## src/rtl/sr_bank_pkg.sv

```systemverilog
// rtl/sr_bank_pkg.sv - shared state encoding and SR excitation helper for the bank writer
package sr_bank_pkg;

    // Widest bank the excitation helper covers; callers zero-extend narrower words.
    localparam int SR_MAX_W = 64;

    typedef enum logic [1:0] {
        IDLE,
        DRIVE,
        SETTLE,
        CHECK
    } sr_state_e;

    typedef struct packed {
        logic [SR_MAX_W-1:0] s;
        logic [SR_MAX_W-1:0] r;
    } sr_excite_t;

    // Set where Q must rise, reset where Q must fall, hold elsewhere; S and R never overlap.
    function automatic sr_excite_t sr_excite(input logic [SR_MAX_W-1:0] t,
                                             input logic [SR_MAX_W-1:0] q);
        sr_excite_t e;
        e.s = t & ~q;
        e.r = ~t & q;
        return e;
    endfunction

endpackage

```

## src/rtl/sr_bank_writer.sv

```systemverilog
// rtl/sr_bank_writer.sv - drives an SR flip-flop bank to a target word with settle, verify and retry
module sr_bank_writer
    import sr_bank_pkg::*;
#(
    parameter int WIDTH      = 8,
    parameter int SETTLE_CYC = 2,
    parameter int MAX_RETRY  = 3
) (
    input  logic             clk,
    input  logic             rst,
    input  logic             req_valid,
    output logic             req_ready,
    input  logic [WIDTH-1:0] req_data,
    input  logic [WIDTH-1:0] q_in,
    output logic [WIDTH-1:0] s_out,
    output logic [WIDTH-1:0] r_out,
    output logic             busy,
    output logic             done,
    output logic             err
);

    localparam int RW = (MAX_RETRY > 0) ? $clog2(MAX_RETRY + 1) : 1;
    localparam int CW = (SETTLE_CYC > 1) ? $clog2(SETTLE_CYC) : 1;
    localparam logic [RW-1:0] RETRY_LAST  = RW'(MAX_RETRY);
    localparam logic [CW-1:0] SETTLE_LAST = CW'(SETTLE_CYC - 1);

    sr_state_e        state_q, state_d;
    logic [WIDTH-1:0] target_q, target_d;
    logic [WIDTH-1:0] s_q, s_d;
    logic [WIDTH-1:0] r_q, r_d;
    logic [RW-1:0]    retry_q, retry_d;
    logic [CW-1:0]    settle_q, settle_d;
    logic             done_q, done_d;
    logic             err_q, err_d;
    logic [WIDTH-1:0] ex_t;
    sr_excite_t       ex;

    always_comb begin
        state_d  = state_q;
        target_d = target_q;
        retry_d  = retry_q;
        settle_d = settle_q;
        s_d      = '0;
        r_d      = '0;
        done_d   = 1'b0;
        err_d    = 1'b0;
        // A fresh request excites from the incoming word; a retry excites from the latched target.
        ex_t     = (state_q == IDLE) ? req_data : target_q;
        ex       = sr_excite(SR_MAX_W'(ex_t), SR_MAX_W'(q_in));
        case (state_q)
            IDLE: begin
                if (req_valid) begin
                    target_d = req_data;
                    retry_d  = '0;
                    s_d      = WIDTH'(ex.s);
                    r_d      = WIDTH'(ex.r);
                    state_d  = DRIVE;
                end
            end
            DRIVE: begin
                settle_d = '0;
                state_d  = SETTLE;
            end
            SETTLE: begin
                if (settle_q == SETTLE_LAST) begin
                    state_d = CHECK;
                end else begin
                    settle_d = settle_q + 1'b1;
                end
            end
            CHECK: begin
                if (q_in == target_q) begin
                    done_d  = 1'b1;
                    state_d = IDLE;
                end else if (retry_q != RETRY_LAST) begin
                    retry_d = retry_q + 1'b1;
                    s_d     = WIDTH'(ex.s);
                    r_d     = WIDTH'(ex.r);
                    state_d = DRIVE;
                end else begin
                    err_d   = 1'b1;
                    state_d = IDLE;
                end
            end
            default: state_d = IDLE;
        endcase
    end

    always_ff @(posedge clk or posedge rst) begin
        if (rst) begin
            state_q  <= IDLE;
            target_q <= '0;
            s_q      <= '0;
            r_q      <= '0;
            retry_q  <= '0;
            settle_q <= '0;
            done_q   <= 1'b0;
            err_q    <= 1'b0;
        end else begin
            state_q  <= state_d;
            target_q <= target_d;
            s_q      <= s_d;
            r_q      <= r_d;
            retry_q  <= retry_d;
            settle_q <= settle_d;
            done_q   <= done_d;
            err_q    <= err_d;
        end
    end

    assign req_ready = (state_q == IDLE);
    assign busy      = (state_q != IDLE);
    assign s_out     = s_q;
    assign r_out     = r_q;
    assign done      = done_q;
    assign err       = err_q;

endmodule

```

## config.mk

```make
export PLATFORM = sky130hd
export DESIGN_NAME = sr_bank_writer
export DESIGN_NICKNAME = d
export VERILOG_FILES = /design/src/rtl/sr_bank_pkg.sv /design/src/rtl/sr_bank_writer.sv
export SDC_FILE = /design/constraint.sdc
export NUM_CORES = 1
export LEC_CHECK = 0
export CELL_PAD_IN_SITES_DETAIL_PLACEMENT = 0
export CELL_PAD_IN_SITES_GLOBAL_PLACEMENT = 1
export CORE_MARGIN = 10
export CORE_UTILIZATION = 37
export DETAILED_ROUTE_END_ITERATION = 10
export GPL_TIMING_DRIVEN = 0
export MAX_ROUTING_LAYER = met4
export PLACE_DENSITY = 0.85
export SYNTH_ARGS = -nofsm -noshare
export SYNTH_HDL_FRONTEND = slang
export SYNTH_SLANG_ARGS = --single-unit
```

## constraint.sdc

```tcl
create_clock -name clk -period 1.9 [get_ports clk]
set_input_delay 0.38 -clock clk [delete_from_list [all_inputs] [get_ports clk]]
set_output_delay 0.38 -clock clk [all_outputs]
set_load 0.03 [all_outputs]
```

# After elaboration in Yosys (flattened, before gate mapping)
# Index checks and enable logic that the tools add are counted.
[op_classes] n_bitwise=4 n_eq_ne=9 shifts=0 n_mul=0 reduce_logical=7 magnitude_cmp=0 n_div=0 n_mux=25 addsub=2
[ops] op="$mux W8" count=7
[ops] op="$pmux W8 S2" count=2
[ops] op="$and A8 B8 Y8" count=2
[ops] op="$not A8 Y8" count=2
[ops] op="$mux W2" count=5
[ops] op="$ne A2 B2 Y1 const B" count=5
[ops] op="$eq A8 B8 Y1" count=1
[ops] op="$mux W1" count=8
[ops] op="$pmux W2 S4" count=1
[ops] op="$reduce_bool A2 Y1" count=3
[ops] op="$eq A2 B2 Y1 const B" count=2
[ops] op="$pmux W2 S2" count=1
[ops] op="$reduce_and A2 Y1" count=2
[ops] op="$reduce_and A4 Y1" count=1
[ops] op="$add A2 B1 Y2 const B" count=1
[ops] op="$eq A2 B1 Y1 const B" count=1
[ops] op="$logic_not A2 Y1" count=1
[ops] op="$pmux W1 S2" count=1
[ops] op="$add A1 B1 Y1 const B" count=1
[word_totals] latch_bits=0 reg_bits=31 n_memories=0 output_inout_bits=20 mem_bits_rw=0 wordCells=55 rom_bits=0

# Longest topological paths before layout
# Gate-level depths: netlist of the first run.
[depth] word_depth=7 ltp_mapped=7 mapped_depth_nobuf=6

# Worst setup path before layout of the first run
# No wires, ideal clock.
[synth_path] path_kind="register -> register" from="register state_q[0]" to="register state_q[1]" arrival_time_ps=1870 stages_incl_launch_ff=7 synth_period_minus_slack_ps=1995 setup_slack_ps=-95 n_path_buf=1 path_cell_list="dfrtp_1 inv_1 ha_1 buf_4 inv_1 o22ai_1 mux2_2"
[synth_via] elab_chain_cells=3 word_cells_on_any_way=8
[synth_lines] item="from (decl)" line_no="sr_bank_writer.sv:27" text="sr_state_e state_q, state_d;"
[synth_lines] item="from (signal assigned)" line_no="sr_bank_writer.sv:100" text="state_q <= state_d;"
[synth_lines] item="$logic_not A2 Y1 *"
[synth_lines] item="via req_ready" line_no="sr_bank_writer.sv:12" text="output logic req_ready,"
[synth_lines] item="$ne A2 B2 Y1 (no line)"
[synth_lines] item="$reduce_and A2 Y1 (no line)"
# The timed path passes the listed nets; every way through them passes the cells marked *.
# A chain may end at the register's enable or synchronous reset.

# Final worst setup path of the first run
[layout_path] from="register state_q[1]" to="output busy"
[layout_via] elab_chain_cells=1
[layout_lines] item="$reduce_bool A2 Y1" line_no="sr_bank_writer.sv:112" text="assign busy = (state_q != IDLE);"
[layout_lines] item="to (decl)" line_no="sr_bank_writer.sv:17" text="output logic busy,"
# Every way passes these cells.

==> results by group, run 1 <==
Critical path
  • WS Path Type: register to primary output
  • WP data required: about 1.5 ns
  • Crit path DAT: 1.41 ns
  • CP Capture Type: primary output
  • Element type at the critical path start: register
  • Crit path max fanout: 10

Global routing
  • Congestion Overflow GR: 0
  • Initial antenna violation count: 0
  • Vias in the first global route: ~1200
  • First-pass GRT wire length: between 5000 and 6000 um
  • Largest net degree at the start of global routing: 32
  • GRT Overall Usage: 0.104

STA
  • Final setup vio count: 0
  • Final Worst Setup Slack: approximately 0.11 ns
  • Worst-Margin Slew: just over 0.4 ns
  • Final Max Tran Viols: 0
  • Relative slew slack: 0.721
  • Final Hold Viols: 0
  • Skew final: around 0.0043 ns
  • F_max: between 500 and 600 MHz
  • Min Tclk post-route: about 1.8 ns
  • RSZ-0062 raised after global routing: no
  • Fin crit share: 0.942

Clock network
  • CTS clk-pin slew, worst paths: roughly 0.060 ns
  • CTS Sinks: 31
  • Clk Latency, worst-skew pair: 0.28 ns
  • Root cell of the clock tree: clkbuf_8
  • H-tree Lvls: 2
  • TritonCTS clock tree: yes
  • Inserted Clock Buffers: 5
  • Bufs on Longest Clock Path: 2

Placed design
  • Final HPWL DP: 2570 um
  • Dpl ws: -0.161 ns
  • PortBufs: 38
  • RePlAce Congestion: 0.810

Run
  • Max Cap Viol: 0

Floorplanning
  • Num rows: 22
  • CORE AREA: about 3800 sq um
  • Number of top-level pins: 39
  • Initial Util: 0.394
  • Die area: 6950 sq um
  • Die Wd: roughly 83 um
  • Die height: 83.4 um

Outcome
  • Outcome: completed

Final layout
  • Ratio of cells with drive above 1 in the final layout: 0.201
  • Final nets: between 150 and 200
  • Number of diodes: 0
  • Fillcell total: between 300 and 400
  • Area delta synth->final: 39.5%

Yosys
  • Syn Nets: about 150
  • Asr flop ratio synth: 1.00
  • #FFs+latches synth: 31
  • Synth top area share: 0.522
  • Sequential share of the synthesized area: 0.522
  • Cells after Synth: 122
  • Most frequent cells after synthesis: 31 x dfrtp_1, 14 x nand2_1, 10 x mux2_2
  • Unique cell type count in the Yosys netlist: 31
  • Post-synth EDFFs: 0
  • Yosys warnings: 0
  • Synth top area cells: dfrtp_1 52%, mux2_2 7.6%, mux2i_1 5.4%, xnor2_1 4.7%, ha_1 4.2%
  • Mapped Avg Cell Area: around 12 sq um
  • Top-count cell post-synth: dfrtp_1
  • Post-synth top area cell: dfrtp_1
  • Area of the mapped netlist: about 1500 sq um
  • Synth Flop Type: dfrtp_1

Routing
  • Final wirelength: around 3500 um
  • Iteration-0 DRC Markers: between 60 and 70
  • Routed len/inst: ~16 um
  • DRC Markers: 0
  • Vias per cell: between 5 and 6
  • DR pass1 iterations: 4
  • Via Count: about 1100
  • Remaining antenna violation count: 0

Pwr
  • Maximum VDD drop: 0.000918 V
  • Power Dens Cells: roughly 1600 nW/um^2
  • Leakage power total: about 0.86 nW
  • Power Total: ~3.3 mW

Hold path
  • HP Class: input port to async pin
## flip-flops by register name, indices dropped and copies added (netlist names)
signal	count
done	1
err	1
r_out	8
retry_q	2
s_out	8
settle_q	1
state_q	2
target_q	8
## per-stage QoR
| stage | util | hold WS (ns) | cells | setup TNS (ns) | area [sq um] |
|---|---|---|---|---|---|
| global placement | 0.512 | 0.502 | 208 | -1.40 | 1930 |
| finish | 0.550 | 0.367 | 217 | 0 | 2070 |
| global route | 0.550 | 0.419 | 217 | 0 | 2070 |
| floorplan | - | 0.442 | 122 | 0 | 1490 |
| detailed placement | 0.512 | 0.512 | 208 | -1.86 | 1930 |
| CTS | 0.541 | 0.525 | 216 | -0.0258 | 2040 |
## routing by layer
metal | global-route usage | wire, um | up-vias | part of all wire
met2 | 0.155 | 1550 | 35 | 0.44
met1 | 0.125 | 1680 | 512 | 0.48
met3 | 0.0400 | 211 | 5 | 0.061
met4 | 0.0369 | 36 | 0 | 0.010
li1 | - | - | 538 | -
met5 | - | 0 | - | 0
## report_power, final
group | internal, mW | total (mW) | switching (mW) | leakage, nW
sequential | 0.879 | 1.02 | 0.139 | 0.406
clock | 0.330 | 0.564 | 0.234 | 0.0515
combinational | 0.727 | 1.67 | 0.942 | 0.405
total | 1.94 | 3.25 | 1.31 | 0.863
## placed cells by master, fill, tap and decap left out, types with 2 or more instances in the layout
cell type        count
buf_2                2
a2111oi_0            4
a211oi_1             7
a2111oi_1            2
clkdlybuf4s50_1     36
buf_6                2
nor2_1               2
a2111oi_2            2
nand4_2              2
mux2i_1              8
a21oi_1              2
inv_1                4
ha_1                 4
xnor2_1              8
nand2_1             13
dfrtp_1             31
clkbuf_8             7
mux2_2              10
## worst paths after layout
| path | start | endpoint | slack (ns) | depth (start not counted) |
|---|---|---|---|---|
| max | state_q[1] | busy | 0.11 | 5 |
| min | rst | err | 0.37 | 2 |
| max reg2reg | state_q[1] | s_out[0] | 0.18 | 6 |
| min reg2reg | settle_q | settle_q | 0.53 | 1 |
| max in group asynchronous | rst | s_out[3] | 1.10 | 3 |
| min in group clk | settle_q | settle_q | 0.53 | 1 |
## final cells by class
| type | instances | area (sq um) | share of cell area |
|---|---|---|---|
| Buffer | 5 | 40.0 | 0.0193 |
| Clock buffer | 8 | 100 | 0.0483 |
| Sequential cell | 31 | 776 | 0.374 |
| Timing Repair Buffer | 40 | 409 | 0.197 |
| Tap cell | 48 | 60.1 | 0.0290 |
| Multi-Input combinational cell | 80 | 669 | 0.323 |
| Inverter | 5 | 18.8 | 0.00905 |
## cells by family after synthesis
logic type / Yosys count / synth area share
flops: 31 / 0.522
simple gates: 25 / 0.0884
compound gates: 24 / 0.134
mux: 18 / 0.130
buf+inv: 11 / 0.0370
xor+xnor: 8 / 0.0471
fa+ha+maj: 5 / 0.0421
## timing repair
action                     CTS  global route
gates resized for setup     10             5
buffers inserted             0             1
pin swaps                    0             0
setup endpoints to repair    6            22
hold buffers                 0             0
## worst max-delay path, cell delays in order, from the launching register on
cell	delay, ns
dfrtp_1	0.42
inv_1	0.10
ha_2	0.18
buf_6	0.17
inv_1	0.08
buf_2	0.18
Note: power is estimated with default switching activity, not from simulation.
==> inputs of run 2 (changes only) <==
==> constraint.sdc (replaced) <==
create_clock -name clk -period 2 [get_ports clk]
set_input_delay 0.4 -clock clk [delete_from_list [all_inputs] [get_ports clk]]
set_output_delay 0.4 -clock clk [all_outputs]
set_load 0.03 [all_outputs]
==> run 2 against run 1 <==
Compared with the run above:
- register-to-register slack got worse by 0.03 ns
- core utilization decreased by 1.0 points
- critical path depth unchanged
- largest cell class unchanged
- cell area down 1.9%
- worst hold slack gained 0.14 ns
- wire length up 0.14%
- die area stayed put
- power decreased by 7.7%
==> results by group, run 2 (synthesis results as in run 1) <==
Outcome
  • Outcome: completed

Clock network
  • H-tree Lvls: 2 (unchanged)
  • CTS Sinks: 31 (unchanged)
  • Inserted Clock Buffers: 5 (unchanged)
  • CTS clk-pin slew, worst paths: 0.06 ns (about the same)
  • Clk Latency, worst-skew pair: 0.28 ns (about the same)
  • Root cell of the clock tree: clkbuf_8
  • Bufs on Longest Clock Path: 2 (unchanged)
  • TritonCTS clock tree: yes
  • Hold_buf cts: 0 (unchanged)

Pwr
  • Clk network pwr share: 0.145 (-0.029)
  • Internal power: 1.76 mW (-8.9%)
  • Maximum VDD drop: 0.000728 V (-21%)
  • Switching Fraction: 0.412 (+0.00750)
  • Power Dens Cells: 1470 nW/um^2 (-6.0%)
  • Leakage power total: 0.850 nW (-1.5%)
  • Logic pwr share: 0.534 (+0.021)
  • Net Switching: 1.24 mW (-6.0%)
  • Portion of total power attributed to sequential cells: 0.321 (+0.008)

Critical path
  • Most used cell, CP: inv_1
  • Slowest Stage Delay on Critical Path: 0.41 ns (about the same)
  • CP Capture Type: primary output
  • WS Path Type: register to primary output
  • Crit-path cells: inv_1, ha_1, buf_6, inv_1, clkdlybuf4s15_2
  • WP data required: 1.60 ns (+0.08 ns)
  • CP startpoint: state_q[1]
  • R2R Path Start: state_q[1]
  • Crit path max fanout: 5 (-5)
  • Element type at the critical path start: register
  • CP max stage cell: dfrtp_2
  • Crit path DAT: 1.48 ns (+0.07 ns)

STA
  • Fin crit share: 0.942
  • Final setup vio count: 0 (unchanged)
  • Final Max Tran Viols: 0 (unchanged)
  • Final Hold Viols: 0 (unchanged)
  • Min Tclk post-route: between 1.5 and 2 ns
  • Total negative slack: 0 ns (unchanged)
  • Final Worst Setup Slack: 0.116 ns (+0.00514 ns)
  • Skew final: 0.00261 ns (-0.00166 ns)
  • Relative slew slack: 0.229 (-0.492)
  • RSZ-0062 raised after global routing: no
  • F_max: approximately 530 MHz
  • Worst-Margin Slew: 1.16 ns (+0.747 ns)

Placed design
  • PortBufs: 38 (unchanged)
  • Placed insts: 208 (unchanged)
  • RePlAce Congestion: 0.829 (+2.3%)
  • Dpl ws: -0.0950 ns (+0.0663 ns)
  • Final HPWL DP: 2600 um (+1.1%)
  • Placed inst area: 1930 sq um (-0.13%)

Routing
  • DR pass1 iterations: 4 (unchanged)
  • Vias per cell: 5.16 (+2.8%)
  • Iteration-0 DRC Markers: 50 (-25%)
  • Remaining antenna violation count: 0 (unchanged)
  • Via Count: 1120 (+2.8%)
  • DRC Markers: 0 (unchanged)
  • Final wirelength: 3480 um (+0.14%)
  • Routed len/inst: 16.0 um (+0.14%)

Global routing
  • Initial antenna violation count: 0 (unchanged)
  • Congestion Overflow GR: 0 (unchanged)
  • Largest net degree at the start of global routing: 32 (unchanged)
  • First-pass GRT wire length: 5820 um (+0.24%)
  • GRT Overall Usage: 0.106 (+0.00172)
  • Vias in the first global route: 1169 (+1.1%)

Final layout
  • Post-layout util: 0.539 (-0.0103)
  • Non-filler cells, final: 217 (unchanged)
  • Ratio of cells with drive above 1 in the final layout: 0.189 (-0.0118)
  • Fin area: 2030 sq um (-1.9%)
  • Number of diodes: 0 (unchanged)
  • Leading cell types in the layout, fill and taps excluded: 36 x clkdlybuf4s50_1, 30 x dfrtp_1, 13 x nand2_1
  • Area delta synth->final: 36.9%
  • Most common cell after layout, fill and taps aside: clkdlybuf4s50_1
  • Final nets: 194 (+1.0%)

Floorplanning
  • Num rows: 22 (unchanged)
  • Number of top-level pins: 39 (unchanged)
  • Die height: 83.4 um (unchanged)
  • Die Wd: 83.4 um (unchanged)
  • Initial Util: 0.394 (unchanged)
  • Die area: 6950 sq um (unchanged)
  • CORE AREA: 3770 sq um (unchanged)

Hold path
  • Hold Startpoint: settle_q
  • HP Class: register to register

Run
  • Max Cap Viol: 0 (unchanged)
## run 2: repair_timing
| item | CTS | global route |
|---|---|---|
| pin swaps | 0 | 0 |
| gates resized for setup | 5 | 7 |
| setup buffers | 0 | 3 |
| setup endpoints to repair | 2 | 14 |
## run 2: power by group through the flow
stage / logic (mW) / clock network (mW) / registers (mW)
after floorplan: 0.916 / 0 / 1.12
after global placement: 1.52 / 0 / 0.959
after detailed placement: 1.55 / 0 / 0.970
after CTS: 1.55 / 0.451 / 0.959
after global routing: 1.74 / 0.484 / 0.989
final: 1.60 / 0.435 / 0.963
## run 2: final timing paths
path                       cells past startpoint  slack, ns          to
setup / recovery                               5       0.12        busy
hold / removal                                 1       0.51    settle_q
setup reg to reg                               6       0.15  retry_q[1]
hold reg to reg                                1       0.51    settle_q
max in group asynchronous                      2       0.49  state_q[1]
min in group asynchronous                      2       0.73    r_out[6]
## run 2: stage by stage
| step | total power, mW | hold WS [ns] |
|---|---|---|
| floorplan | 2.03 | 0.462 |
| global placement | 2.47 | 0.492 |
| detailed placement | 2.52 | 0.497 |
| CTS | 2.96 | 0.510 |
| global route | 3.21 | 0.533 |
| finish | 3.00 | 0.505 |
## run 2: cell type report
class,instances,area (sq um)
Fill cell,325,1740
Sequential cell,31,777
Multi-Input combinational cell,80,659
Timing Repair Buffer,41,403
Clock buffer,6,72.6
Tap cell,48,60.1
Buffer,6,43.8
Inverter,5,18.8
## run 2: worst max-delay path, delay by kind of cell, from the launching register on
kind,cells,cell delay (ns)
adder cells (fa/ha/maj),1,0.21
buffers and inverters,4,0.59
flip-flops,1,0.41
## run 2: layer usage
metal  wire, um  global-route usage  vias up
met5          0                   -        -
met4         63              0.0477        0
met3        265              0.0498        8
met2       1560               0.145       50
met1       1590               0.128      524
li1           -                   -      538
==> inputs of run 3 (changes only) <==
--- a/config.mk
+++ b/config.mk
@@ -5,6 +5,7 @@
 export SDC_FILE = /design/constraint.sdc
 export NUM_CORES = 1
 export LEC_CHECK = 0
+export CAP_MARGIN = 0
 export CELL_PAD_IN_SITES_DETAIL_PLACEMENT = 0
 export CELL_PAD_IN_SITES_GLOBAL_PLACEMENT = 1
 export CORE_MARGIN = 10
@@ -13,6 +14,7 @@
 export GPL_TIMING_DRIVEN = 0
 export MAX_ROUTING_LAYER = met4
 export PLACE_DENSITY = 0.85
+export SKIP_CTS_REPAIR_TIMING = 1
 export SYNTH_ARGS = -nofsm -noshare
 export SYNTH_HDL_FRONTEND = slang
 export SYNTH_SLANG_ARGS = --single-unit
==> run 3 against run 2 <==
Compared with the run above:
- first-iteration DRC count is 12% lower
- power is 1.6% lower
- clock-buffer cell count stayed put
- clock skew is 0.0016 ns higher
- core utilization is 0.70 points lower
- cell count is 1.4% lower
- register-to-register slack better by 0.06 ns
- clock power hardly changed
==> results by group, run 3 (synthesis results as in run 1) <==
Clock network
  • TritonCTS clock tree: yes
  • Clk Latency, worst-skew pair: 0.28 ns (about the same)
  • Bufs on Longest Clock Path: 2 (unchanged)
  • Inserted Clock Buffers: 5 (unchanged)
  • CTS Sinks: 31 (unchanged)
  • H-tree Lvls: 2 (unchanged)
  • CTS clk-pin slew, worst paths: 0.06 ns (about the same)
  • Root cell of the clock tree: clkbuf_8

Routing
  • Iteration-0 DRC Markers: 44 (-12%)
  • Vias per cell: 5.15 (-0.23%)
  • Via Count: 1102 (-1.6%)
  • Routed len/inst: 16.1 um (+0.18%)
  • Remaining antenna violation count: 0 (unchanged)
  • DRC Markers: 0 (unchanged)
  • DR pass1 iterations: 4 (unchanged)
  • Final wirelength: 3440 um (-1.2%)

STA
  • Final setup vio count: 0 (unchanged)
  • Final Worst Setup Slack: 0.138 ns (+0.0219 ns)
  • Fin crit share: 0.931 (-0.0110)
  • Worst-Margin Slew: 1.16 ns (+0.00105 ns)
  • Min Tclk post-route: 1.86 ns (-0.0219 ns)
  • F_max: 537 MHz (+1.2%)
  • Final Max Tran Viols: 0 (unchanged)
  • Final Hold Viols: 0 (unchanged)
  • RSZ-0062 raised after global routing: no
  • Relative slew slack: 0.228 (-0.000701)
  • Skew final: 0.00423 ns (+0.00162 ns)
  • WHS: 0.505 ns (-0.000175 ns)

Floorplanning
  • Die height: 83.4 um (unchanged)
  • Initial Util: 0.394 (unchanged)
  • CORE AREA: 3770 sq um (unchanged)
  • Num rows: 22 (unchanged)
  • Die Wd: 83.4 um (unchanged)
  • Die area: 6950 sq um (unchanged)
  • Number of top-level pins: 39 (unchanged)

Critical path
  • Slowest Stage Delay on Critical Path: 0.38 ns (-0.03 ns)
  • WS Path Type: register to primary output
  • Element type at the critical path start: register
  • Crit path max fanout: 10 (+5)
  • Crit-path cells: inv_1, ha_1, buf_6, inv_1, clkbuf_2
  • WP data required: 1.60 ns (about the same)
  • CP max stage cell: dfrtp_1
  • Most used cell, CP: inv_1
  • Worst path bufs/invs: 4 (unchanged)
  • Delay-heaviest family, CP: buffers and inverters
  • Crit path DAT: 1.46 ns (-0.02 ns)
  • CP Capture Type: primary output

Placed design
  • Dpl ws: -0.0950 ns (unchanged)
  • PortBufs: 38 (unchanged)
  • Final HPWL DP: 2600 um (unchanged)
  • RePlAce Congestion: 0.829 (unchanged)

Pwr
  • Leakage power total: 0.845 nW (-0.60%)
  • Power Dens Cells: 1470 nW/um^2 (-0.30%)
  • Maximum VDD drop: 0.000754 V (+3.5%)

Final layout
  • Fillcell total: 328 (+0.92%)
  • Post-layout util: 0.533 (-0.00697)
  • Area of the multi-input gates: 661 sq um (+0.19%)
  • Ratio of cells with drive above 1 in the final layout: 0.169 (-0.0207)
  • Most common cell after layout, fill and taps aside: clkdlybuf4s50_1
  • Number of diodes: 0 (unchanged)
  • Final nets: 191 (-1.5%)
  • Area delta synth->final: 35.1%
  • Leading cell types in the layout, fill and taps excluded: 36 x clkdlybuf4s50_1, 30 x dfrtp_1, 13 x nand2_1
  • Reg area: 777 sq um (unchanged)

Global routing
  • Congestion Overflow GR: 0 (unchanged)
  • GRT Overall Usage: 0.106 (unchanged)
  • Largest net degree at the start of global routing: 32 (unchanged)
  • First-pass GRT wire length: 5820 um (unchanged)
  • Initial antenna violation count: 0 (unchanged)
  • Vias in the first global route: 1169 (unchanged)

Run
  • Max Cap Viol: 0 (unchanged)

Outcome
  • Outcome: completed

Hold path
  • HP Class: register to register
==> run 3: worst register-to-register path: stages (launching register included) <==
cell      delay, ns
dfrtp_1        0.38
inv_1          0.14
ha_1           0.25
clkbuf_1       0.24
a21oi_1        0.18
o21ai_0        0.18
o311ai_1       0.32
==> run 3: final cells by class <==
class,count,share of cell area
sequential,31,0.387
multi-input combinational,80,0.329
timing repair buffer,38,0.188
clock buffer,6,0.0361
tap,48,0.0299
buffer,6,0.0206
inverter,5,0.00935
==> run 3: per-stage QoR <==
stage,std cells,TNS (ns),area [sq um],power [mW]
4_1_cts,214,-0.507,2000,2.96
2_1_floorplan,122,0,1490,2.03
3_3_place_gp,208,-0.417,1930,2.47
5_1_grt,214,0,2010,3.17
3_5_place_dp,208,-0.813,1930,2.52
6_report,214,0,2010,2.95
==> run 3: worst paths after layout <==
check                      startpoint         end  cells past startpoint  slack (ns)
min in group asynchronous         rst    r_out[6]                      2        0.73
max in group asynchronous         rst  state_q[1]                      2        0.49
max                        state_q[0]        busy                      5        0.14
min reg2reg                  settle_q    settle_q                      1        0.50
min                          settle_q    settle_q                      1        0.50
max reg2reg                state_q[0]  retry_q[1]                      6        0.21
==> run 3: routing by layer <==
metal	vias to the layer above	share of wire	GRT usage
met5	-	0	-
met1	521	0.45	0.128
li1	531	-	-
met3	5	0.079	0.0498
met4	0	0.014	0.0477
met2	45	0.46	0.145
==> run 3: power breakdown <==
group,internal (mW),total (mW),leakage (nW),switching [mW]
sequential,0.837,0.960,0.405,0.123
clock,0.231,0.436,0.0371,0.205
combinational,0.660,1.56,0.403,0.895
